===== src/rtl/svc_pix_fb.sv =====
// ---------------------------------------------------------------------------
// svc_pix_fb -- pixel stream to framebuffer writer.
//
// Collects runs of address-contiguous pixels from a valid/ready pixel stream
// and writes each run to framebuffer memory as one AXI4 INCR write burst.
// One pixel occupies one AXI data word: {zero pad, red, grn, blu}.
// Only one burst is in flight at any time, so AXI ordering is trivial.
//
// Ports
//   clk, rst              clock; asynchronous active-high reset
//   s_pix_*               pixel stream in (valid/ready, rgb, x, y)
//   h_visible             line length in pixels, static while busy
//   m_axi_aw*             write address channel (INCR bursts, id 0)
//   m_axi_w*              write data channel (full strobes)
//   m_axi_b*              write response channel (bid ignored)
//   busy                  a burst is being collected or written
//   wr_error              sticky flag, set by any non-OKAY response
// ---------------------------------------------------------------------------
module svc_pix_fb #(
    parameter int H_WIDTH        = 12,
    parameter int V_WIDTH        = 12,
    parameter int COLOR_WIDTH    = 4,
    parameter int AXI_ADDR_WIDTH = 16,
    parameter int AXI_DATA_WIDTH = 16,
    parameter int AXI_ID_WIDTH   = 4,
    parameter int MAX_BURST      = 16
) (
    input  logic                        clk,
    input  logic                        rst,
    input  logic                        s_pix_valid,
    input  logic [COLOR_WIDTH-1:0]      s_pix_red,
    input  logic [COLOR_WIDTH-1:0]      s_pix_grn,
    input  logic [COLOR_WIDTH-1:0]      s_pix_blu,
    input  logic [H_WIDTH-1:0]          s_pix_x,
    input  logic [V_WIDTH-1:0]          s_pix_y,
    output logic                        s_pix_ready,
    input  logic [H_WIDTH-1:0]          h_visible,
    output logic                        m_axi_awvalid,
    input  logic                        m_axi_awready,
    output logic [AXI_ADDR_WIDTH-1:0]   m_axi_awaddr,
    output logic [AXI_ID_WIDTH-1:0]     m_axi_awid,
    output logic [7:0]                  m_axi_awlen,
    output logic [2:0]                  m_axi_awsize,
    output logic [1:0]                  m_axi_awburst,
    output logic                        m_axi_wvalid,
    input  logic                        m_axi_wready,
    output logic [AXI_DATA_WIDTH-1:0]   m_axi_wdata,
    output logic [AXI_DATA_WIDTH/8-1:0] m_axi_wstrb,
    output logic                        m_axi_wlast,
    input  logic                        m_axi_bvalid,
    input  logic [AXI_ID_WIDTH-1:0]     m_axi_bid,
    input  logic [1:0]                  m_axi_bresp,
    output logic                        m_axi_bready,
    output logic                        busy,
    output logic                        wr_error
);

    localparam int BYTE_SHIFT = $clog2(AXI_DATA_WIDTH / 8);
    localparam int CNT_W      = $clog2(MAX_BURST) + 1;
    localparam int IDX_W      = (MAX_BURST > 1) ? $clog2(MAX_BURST) : 1;
    // Bursts must not cross a 4 KB page; narrow address spaces use the whole width.
    localparam int PAGE_BITS  = (AXI_ADDR_WIDTH < 12) ? AXI_ADDR_WIDTH : 12;

    localparam logic [CNT_W-1:0]          CNT_ONE    = CNT_W'(1);
    localparam logic [CNT_W-1:0]          CNT_MAX    = CNT_W'(MAX_BURST);
    localparam logic [H_WIDTH-1:0]        H_ONE      = H_WIDTH'(1);
    localparam logic [AXI_ADDR_WIDTH-1:0] BEAT_BYTES = AXI_ADDR_WIDTH'(AXI_DATA_WIDTH / 8);

    typedef enum logic [2:0] {
        ST_IDLE = 3'd0,
        ST_FILL = 3'd1,
        ST_AW   = 3'd2,
        ST_W    = 3'd3,
        ST_B    = 3'd4
    } state_t;

    // Byte address of pixel (x, y); the index wraps silently at the address width.
    function automatic logic [AXI_ADDR_WIDTH-1:0] pix_byte_addr(
        input logic [H_WIDTH-1:0] x,
        input logic [V_WIDTH-1:0] y,
        input logic [H_WIDTH-1:0] hv
    );
        logic [AXI_ADDR_WIDTH-1:0] idx;
        idx = AXI_ADDR_WIDTH'(y) * AXI_ADDR_WIDTH'(hv) + AXI_ADDR_WIDTH'(x);
        return idx << BYTE_SHIFT;
    endfunction

    state_t                    state_r;
    state_t                    state_nxt_s;
    logic [CNT_W-1:0]          count_r;
    logic [CNT_W-1:0]          beat_r;
    logic [AXI_ADDR_WIDTH-1:0] start_addr_r;
    logic [AXI_ADDR_WIDTH-1:0] next_addr_r;
    logic                      wr_error_r;
    logic [AXI_DATA_WIDTH-1:0] buf_r [MAX_BURST];

    logic [AXI_ADDR_WIDTH-1:0] pix_addr_s;
    logic [AXI_ADDR_WIDTH-1:0] pix_addr_inc_s;
    logic [AXI_DATA_WIDTH-1:0] pix_word_s;
    logic [CNT_W-1:0]          count_inc_s;
    logic [IDX_W-1:0]          wr_idx_s;
    logic                      contig_s;
    logic                      x_last_s;
    logic                      page_end_s;
    logic                      close_s;
    logic                      beat_last_s;
    logic                      pix_ready_s;
    logic                      accept_s;
    logic                      awvalid_s;
    logic                      wvalid_s;
    logic                      bready_s;
    logic                      unused_s;

    // Pixel addressing, contiguity and burst-closure decode.
    always_comb begin
        pix_addr_s     = pix_byte_addr(s_pix_x, s_pix_y, h_visible);
        pix_addr_inc_s = pix_addr_s + BEAT_BYTES;
        pix_word_s     = AXI_DATA_WIDTH'({s_pix_red, s_pix_grn, s_pix_blu});
        contig_s       = (pix_addr_s == next_addr_r);
        x_last_s       = (s_pix_x == (h_visible - H_ONE));
        page_end_s     = (pix_addr_inc_s[PAGE_BITS-1:0] == {PAGE_BITS{1'b0}});
        if (state_r == ST_IDLE) begin
            count_inc_s = CNT_ONE;
            wr_idx_s    = {IDX_W{1'b0}};
        end else begin
            count_inc_s = count_r + CNT_ONE;
            wr_idx_s    = count_r[IDX_W-1:0];
        end
        // Closure looks at the pixel being accepted, so a lone pixel can close.
        close_s     = (count_inc_s == CNT_MAX) || x_last_s || page_end_s;
        beat_last_s = (beat_r == (count_r - CNT_ONE));
    end

    assign accept_s = s_pix_valid && pix_ready_s;

    // State register.
    always_ff @(posedge clk or posedge rst) begin
        if (rst) begin
            state_r <= ST_IDLE;
        end else begin
            state_r <= state_nxt_s;
        end
    end

    // Next-state logic.
    always_comb begin
        state_nxt_s = state_r;
        case (state_r)
            ST_IDLE: begin
                if (accept_s) begin
                    state_nxt_s = close_s ? ST_AW : ST_FILL;
                end else begin
                    state_nxt_s = ST_IDLE;
                end
            end
            ST_FILL: begin
                if (accept_s) begin
                    state_nxt_s = close_s ? ST_AW : ST_FILL;
                end else if (s_pix_valid) begin
                    // Non-contiguous pixel: close now, it opens the next burst.
                    state_nxt_s = ST_AW;
                end else begin
                    state_nxt_s = ST_FILL;
                end
            end
            ST_AW: begin
                if (m_axi_awready) begin
                    state_nxt_s = ST_W;
                end else begin
                    state_nxt_s = ST_AW;
                end
            end
            ST_W: begin
                if (m_axi_wready && beat_last_s) begin
                    state_nxt_s = ST_B;
                end else begin
                    state_nxt_s = ST_W;
                end
            end
            ST_B: begin
                if (m_axi_bvalid) begin
                    state_nxt_s = ST_IDLE;
                end else begin
                    state_nxt_s = ST_B;
                end
            end
            default: state_nxt_s = ST_IDLE;
        endcase
    end

    // Output decode from the state register.
    always_comb begin
        pix_ready_s = 1'b0;
        awvalid_s   = 1'b0;
        wvalid_s    = 1'b0;
        bready_s    = 1'b0;
        case (state_r)
            ST_IDLE: pix_ready_s = ~rst;
            ST_FILL: pix_ready_s = contig_s && ~rst;
            ST_AW:   awvalid_s   = 1'b1;
            ST_W:    wvalid_s    = 1'b1;
            ST_B:    bready_s    = 1'b1;
            default: pix_ready_s = 1'b0;
        endcase
    end

    // Burst bookkeeping: start address, expected next address, beat counters, error flag.
    always_ff @(posedge clk or posedge rst) begin
        if (rst) begin
            count_r      <= {CNT_W{1'b0}};
            beat_r       <= {CNT_W{1'b0}};
            start_addr_r <= {AXI_ADDR_WIDTH{1'b0}};
            next_addr_r  <= {AXI_ADDR_WIDTH{1'b0}};
            wr_error_r   <= 1'b0;
        end else begin
            case (state_r)
                ST_IDLE: begin
                    if (accept_s) begin
                        start_addr_r <= pix_addr_s;
                        next_addr_r  <= pix_addr_inc_s;
                        count_r      <= CNT_ONE;
                    end
                end
                ST_FILL: begin
                    if (accept_s) begin
                        next_addr_r <= pix_addr_inc_s;
                        count_r     <= count_inc_s;
                    end
                end
                ST_AW: beat_r <= {CNT_W{1'b0}};
                ST_W: begin
                    if (m_axi_wready) begin
                        beat_r <= beat_r + CNT_ONE;
                    end
                end
                ST_B: begin
                    if (m_axi_bvalid) begin
                        count_r <= {CNT_W{1'b0}};
                        if (m_axi_bresp != 2'b00) begin
                            wr_error_r <= 1'b1;
                        end
                    end
                end
                default: count_r <= {CNT_W{1'b0}};
            endcase
        end
    end

    // Pixel data buffer; left unreset so it can map onto RAM, every beat is written before being read.
    always_ff @(posedge clk) begin
        if (accept_s) begin
            buf_r[wr_idx_s] <= pix_word_s;
        end
    end

    assign s_pix_ready   = pix_ready_s;
    assign m_axi_awvalid = awvalid_s;
    assign m_axi_awaddr  = start_addr_r;
    assign m_axi_awid    = {AXI_ID_WIDTH{1'b0}};
    assign m_axi_awlen   = 8'(count_r - CNT_ONE);
    assign m_axi_awsize  = 3'(BYTE_SHIFT);
    assign m_axi_awburst = 2'b01;
    assign m_axi_wvalid  = wvalid_s;
    assign m_axi_wdata   = buf_r[beat_r[IDX_W-1:0]];
    assign m_axi_wstrb   = {(AXI_DATA_WIDTH/8){1'b1}};
    assign m_axi_wlast   = wvalid_s && beat_last_s;
    assign m_axi_bready  = bready_s;
    assign busy          = (state_r != ST_IDLE);
    assign wr_error      = wr_error_r;

    // The response ID carries no information with a single outstanding burst.
    assign unused_s = ^m_axi_bid;

endmodule


===== config.mk =====
export PLATFORM = sky130hd
export DESIGN_NAME = svc_pix_fb
export DESIGN_NICKNAME = d
export VERILOG_FILES = /design/src/rtl/svc_pix_fb.sv
export SDC_FILE = /design/constraint.sdc
export NUM_CORES = 1
export LEC_CHECK = 0
export ABC_AREA = 1
export BUFFER_PORTS_ARGS = -buffer_cell sky130_fd_sc_hd__buf_2
export CAP_MARGIN = 10
export CORE_ASPECT_RATIO = 0.75
export CORE_MARGIN = 3
export CORE_UTILIZATION = 27
export DETAILED_ROUTE_END_ITERATION = 16
export PLACE_DENSITY = 0.46
export SYNTH_ARGS = -nofsm -noshare
export SYNTH_HDL_FRONTEND = slang
export SYNTH_SLANG_ARGS = --single-unit

===== constraint.sdc =====
create_clock -name clk -period 12.37 [get_ports clk]
set_input_delay 2.474 -clock clk [delete_from_list [all_inputs] [get_ports clk]]
set_output_delay 2.474 -clock clk [all_outputs]
set_load 0.05 [all_outputs]

# Word-level counts from Yosys, hierarchy flattened
# Memory sizes are Yosys's and may differ from the RTL's.
# Cells that the tools add are included.
# Widths: inputs -> output; s select.
# op_classes
multipliers	1
n_bitwise	2
n_mux	22
n_addsub	7
n_eq_ne	12
reduce_logical	18
# op_table
op	n
$mux 5	5
$pmux 5 s4	1
$add 16x2->16 const B	1
$eq 16x16->1	1
$add 15x12->15	1
$mul 12x12->15	1
$pmux 3 s5	1
$eq 12x12->1	1
$logic_not 12->1	1
$sub 12x1->12 const B	1
$add 5x1->5 const B	2
$pmux 5 s2	1
$mux 2	4
$ne 2x2->1 const B	4
$eq 3x2->1 const B	2
$mux 1	6
$mux 3	2
$reduce_and 2->1	3
$sub 5x1->6 const B	1
$eq 5x5->1	1
$eq 5x5->1 const B	1
$sub 5x1->5 const B	1
$logic_and 1x1->1	4
$mux 4	1
11 further kinds	15
# totals
wordCells	69
out_inout_bits	58
input_bits	60
ram_bits	192
n_memories	1
reg_bits	45
# memory_table
memory	words	width	read_ports	rd_ports_with_merged_regs	write_ports	line	text
buf_r	16	12	1	0	1	95	logic [AXI_DATA_WIDTH-1:0] buf_r [MAX_BURST];

# Longest topological paths before layout
# depth
ltp_word	8
depth_mapped	34
depth_no_buf	33

# Worst setup path after synthesis
# OpenSTA, ideal clock, no wires.
# synth_path
kind	in2out
from	input port h_visible[0]
to	output port s_pix_ready
setup_slack_ps	2684
arrival_ps	7212
required_time_ps	9896
n_path_buf	1
cell_stages	24
path_cell_list	clkbuf_1 > nand2_1 > fa_1 > inv_1 > fa_1 > inv_1 > fa_1 > fa_1 > fa_1 > inv_1 > ha_1 > nand2_1 > inv_1 > a21oi_1 > nand2_1 > nand2_1 > nand2_1 > nand2_1 > nand2_1 > nor2_1 > nand4_1 > nor2_2 > nand4_4 > a21oi_4
# synth_between
elab_chain_len	5
# synth_lines
item	line	text
start, declared	37	input logic [H_WIDTH-1:0] h_visible,
$mul 12x12->15	84	idx = AXI_ADDR_WIDTH'(y) * AXI_ADDR_WIDTH'(hv) + AXI_ADDR_WIDTH'(x);
$add 15x12->15	84	
$eq 16x16->1	119	contig_s = (pix_addr_s == next_addr_r);
$logic_and 1x1->1	199	ST_FILL: pix_ready_s = contig_s && ~rst;
$pmux 1 s2	197	case (state_r)
end, declared	36	output logic s_pix_ready,
# Every way passes these cells.

# Final worst setup path
# Ends and elaborated chain as after synthesis.

==> insert_results.sql <==
INSERT INTO impl_metrics (metric_group, metric, value, unit) VALUES
('outcome', 'run_status', 'completed', ''),
('synth', 'yosys_most_used_dff', 'sky130_fd_sc_hd__edfxtp_1', ''),
('timing', 'tns', '0', 'ns'),
('clock_network', 'cts-resized-gates', '0', ''),
('layout', 'finish.instance_area', '16300', 'sq um'),
('layout', 'fin_util', '31.3', '%'),
('timing', 'skew', '0.0204', 'ns'),
('synth', 'avgSynthCellArea', '9.34', 'sq um'),
('worst_setup_path', 'worstReg2RegEnd', 'buf_r[1][11]', ''),
('detailed_routing', 'wl_per_cell', '17.1', 'um'),
('die', 'chipHeight', '205', 'um'),
('worst_hold_path', 'holdCritStartpoint', 'm_axi_awaddr[13]', ''),
('worst_setup_path', 'crit_path_kind', 'primary input to primary output', ''),
('die', 'floorplan.core_area', '52000', 'sq um'),
('detailed_routing', 'postRouteWirelength', '39900', 'um'),
('power_and_ir_drop', 'p_leak', '0.00696', 'uW'),
('power_and_ir_drop', 'seqPwrFrac', '23.5', '%'),
('detailed_routing', 'drcViolationCount', '0', ''),
('global_route', 'number_of_global_route_vias_before_repair', '10200', ''),
('synth', 'synth-seq-cells', '236', ''),
('clock_network', 'setup_repair_bufs_after_cts', '0', ''),
('global_route', 'gr-usage-all-layers', '14.5', '%'),
('clock_network', 'clockBufferDepth', '3', ''),
('worst_hold_path', 'hold_depth', '2', ''),
('global_route', 'grt_pass1_wl', '62300', 'um'),
('power_and_ir_drop', 'p_sw', '2180', 'uW'),
('timing', 'layout_worst_path_cycle_share', '83.8', '%'),
('power_and_ir_drop', 'internal_power', '2030', 'uW'),
('run', 'maxCapViolations', '0', ''),
('global_route', 'grt_max_degree', '60', ''),
('worst_setup_path', 'maximum_fanout_along_the_worst_path', '15', ''),
('synth', 'yosysSeqAreaShare', '47.9', '%'),
('power_and_ir_drop', 'power.ir.vdd_worst', '0.198', 'mV'),
('worst_setup_path', 'r2r-start', 'state_r[2]', ''),
('detailed_routing', 'detailedRoute.firstIterationViolations', '798', ''),
('global_route', 'grt_overflow_total', '0', ''),
('worst_setup_path', 'setup.worst_path.start_class', 'primary input', ''),
('timing', 'report.final.setup_viol', '0', ''),
('layout', 'num-nets-final', '1787', ''),
('place', 'placed_area', '15500', 'sq um'),
('place', 'routabilityCongestion', '0.839', ''),
('worst_setup_path', 'critical_path_sink_type', 'primary output', ''),
('timing', 'final_period_minus_worst_setup_slack', '10.37', 'ns'),
('die', 'starting_density', '27.6', '%'),
('layout', 'layout_cells_sized_above_1', '11.3', '%'),
('die', 'top_level_ports', '118', ''),
('timing', 'rsz0062_at_grt', 'false', ''),
('detailed_routing', 'ant_nets', '0', ''),
('place', 'place_hpwl', '28400', 'um'),
('die', 'die_width', '272', 'um'),
('power_and_ir_drop', 'netSwitchingFraction', '51.8', '%'),
('place', 'place.port_buffers', '97', ''),
('die', 'fp.dieArea', '55900', 'sq um'),
('worst_setup_path', 'timing.reg2reg.setup_slack', '8.85', 'ns'),
('clock_network', 'h-tree-depth', '1', ''),
('timing', 'timing.fmax', '96.4', 'MHz'),
('timing', 'tightest_slew', '1.12', 'ns'),
('worst_setup_path', 'r2r.worst_path.cells', '16', ''),
('synth', 'synth_area', '14300', 'sq um'),
('synth', 'synthArstFlopShare', '18.6', '%'),
('timing', 'report.final.hold_viol_count', '0', ''),
('clock_network', 'numCtsBuffers', '26', ''),
('timing', 'finalHoldWorstSlack', '0.475', 'ns'),
('worst_setup_path', 'timing.critical_path.required', '9.90', 'ns'),
('power_and_ir_drop', 'powerDensity', '259', 'nW/um^2'),
('detailed_routing', 'via_count', '10400', ''),
('worst_hold_path', 'hold-path-endpoint', 'm_axi_awaddr[13]', ''),
('worst_setup_path', 'worst_ep_arrival_time', '7.90', 'ns'),
('timing', 'timing.final.max_slew_violations', '0', ''),
('layout', 'area_growth_syn_to_layout', '13.6', '%'),
('clock_network', 'tritoncts_num_sinks', '236', '');
-- metrics by stage --
| stage | std cells | setup slack, ns |
|---|---|---|
| 3_5_place_dp | 2280 | 2.02 |
| 2_1_floorplan | 1548 | 2.68 |
| 4_1_cts | 2328 | 2.02 |
| 6_report | 2330 | 2.00 |
| 5_1_grt | 2328 | 1.60 |
| 3_3_place_gp | 2280 | 2.04 |
-- synth_stat cells (all sizes together) (2+ instances only) --
cell	count	area [sq um]
buf	31	210
o21ai	139	714
o221ai	19	166
edfxtp	192	5770
dfrtp	44	1100
ha	45	563
nand4	14	103
fa	77	1540
o211ai	5	37.5
xor2	25	219
nand2	342	1300
nor3	13	65.1
nor2	169	637
nand3	72	370
xnor2	10	87.6
o22ai	29	181
clkinv	2	7.51
o21bai	2	15.0
conb	2	7.51
inv	217	815
or2	3	18.8
a21oi	14	85.1
nand3b	10	75.1
clkbuf	51	191
-- power by group through the flow --
stage	registers, uW	clock network [uW]	logic (uW)
2_1_floorplan	1050	0	1740
3_3_place_gp	1010	0	2460
3_5_place_dp	1010	0	2480
4_1_cts	991	758	2490
5_1_grt	1000	789	2800
6_report	991	737	2480
-- critical path, cell delays in order --
cell and delay, ns:
sky130_fd_sc_hd__buf_2 0.28, sky130_fd_sc_hd__nand2_1 0.14, sky130_fd_sc_hd__fa_1 0.55, sky130_fd_sc_hd__inv_1 0.05, sky130_fd_sc_hd__fa_1 0.47, sky130_fd_sc_hd__inv_1 0.05
sky130_fd_sc_hd__fa_1 0.50, sky130_fd_sc_hd__fa_1 0.51, sky130_fd_sc_hd__fa_1 0.49, sky130_fd_sc_hd__inv_1 0.04, sky130_fd_sc_hd__ha_1 0.35, sky130_fd_sc_hd__nand2_1 0.16
sky130_fd_sc_hd__nor2_1 0.06, sky130_fd_sc_hd__o21ai_0 0.29, sky130_fd_sc_hd__nand3_1 0.11, sky130_fd_sc_hd__nand2_1 0.10, sky130_fd_sc_hd__nand2_1 0.07, sky130_fd_sc_hd__inv_1 0.21
sky130_fd_sc_hd__nor2_1 0.08, sky130_fd_sc_hd__nor2_2 0.16, sky130_fd_sc_hd__nand4_4 0.12, sky130_fd_sc_hd__a21oi_4 0.26, sky130_fd_sc_hd__buf_2 0.36
-- how the worst max path moves through the flow --
stage                     cells after the start           to         start
after floorplan                              24  s_pix_ready  h_visible[0]
after global placement                       25  s_pix_ready  h_visible[0]
after detailed placement                     25  s_pix_ready  h_visible[0]
after CTS                                    25  s_pix_ready  h_visible[0]
after global routing                         25  s_pix_ready  h_visible[0]
final                                        23  s_pix_ready  h_visible[0]
-- layout make-up --
cell class              instances  area (sq um)
fillers                      5441         35700
flip-flops and latches        236          6870
multi-input cells            1011          6310
diodes                          2          5.00
clock buffers                  30           687
clock inverters                18           120
inverters                     219           822
well taps                     703           880
repair buffers                111           591
-- per-layer routing --
layer	wire (um)	global-route usage, %	up-vias
met3	1680	1.81	29
li1	-	-	5130
met2	17300	22.0	199
met5	0	0	-
met1	20600	22.4	5041
met4	376	1.91	0
-- cells by family (layout without fill, tap and decap cells) --
logic type,Yosys count,after routing,synth area share [%]
simple gates,628,628,18.2
fa+ha+maj,122,122,14.7
buf+inv,301,378,8.54
flops,236,236,47.9
other cells,2,18,0.0524
xor+xnor,35,35,2.14
compound gates,210,210,8.47
-- flip-flops by register name, summed over array words and instances (netlist names) --
| register | count |
|---|---|
| beat_r | 5 |
| m_axi_awaddr | 15 |
| buf_r | 192 |
| wr_error | 1 |
| state_r | 3 |
| next_addr_r | 15 |
| count_r | 5 |
(Power assumes the default switching activity.)
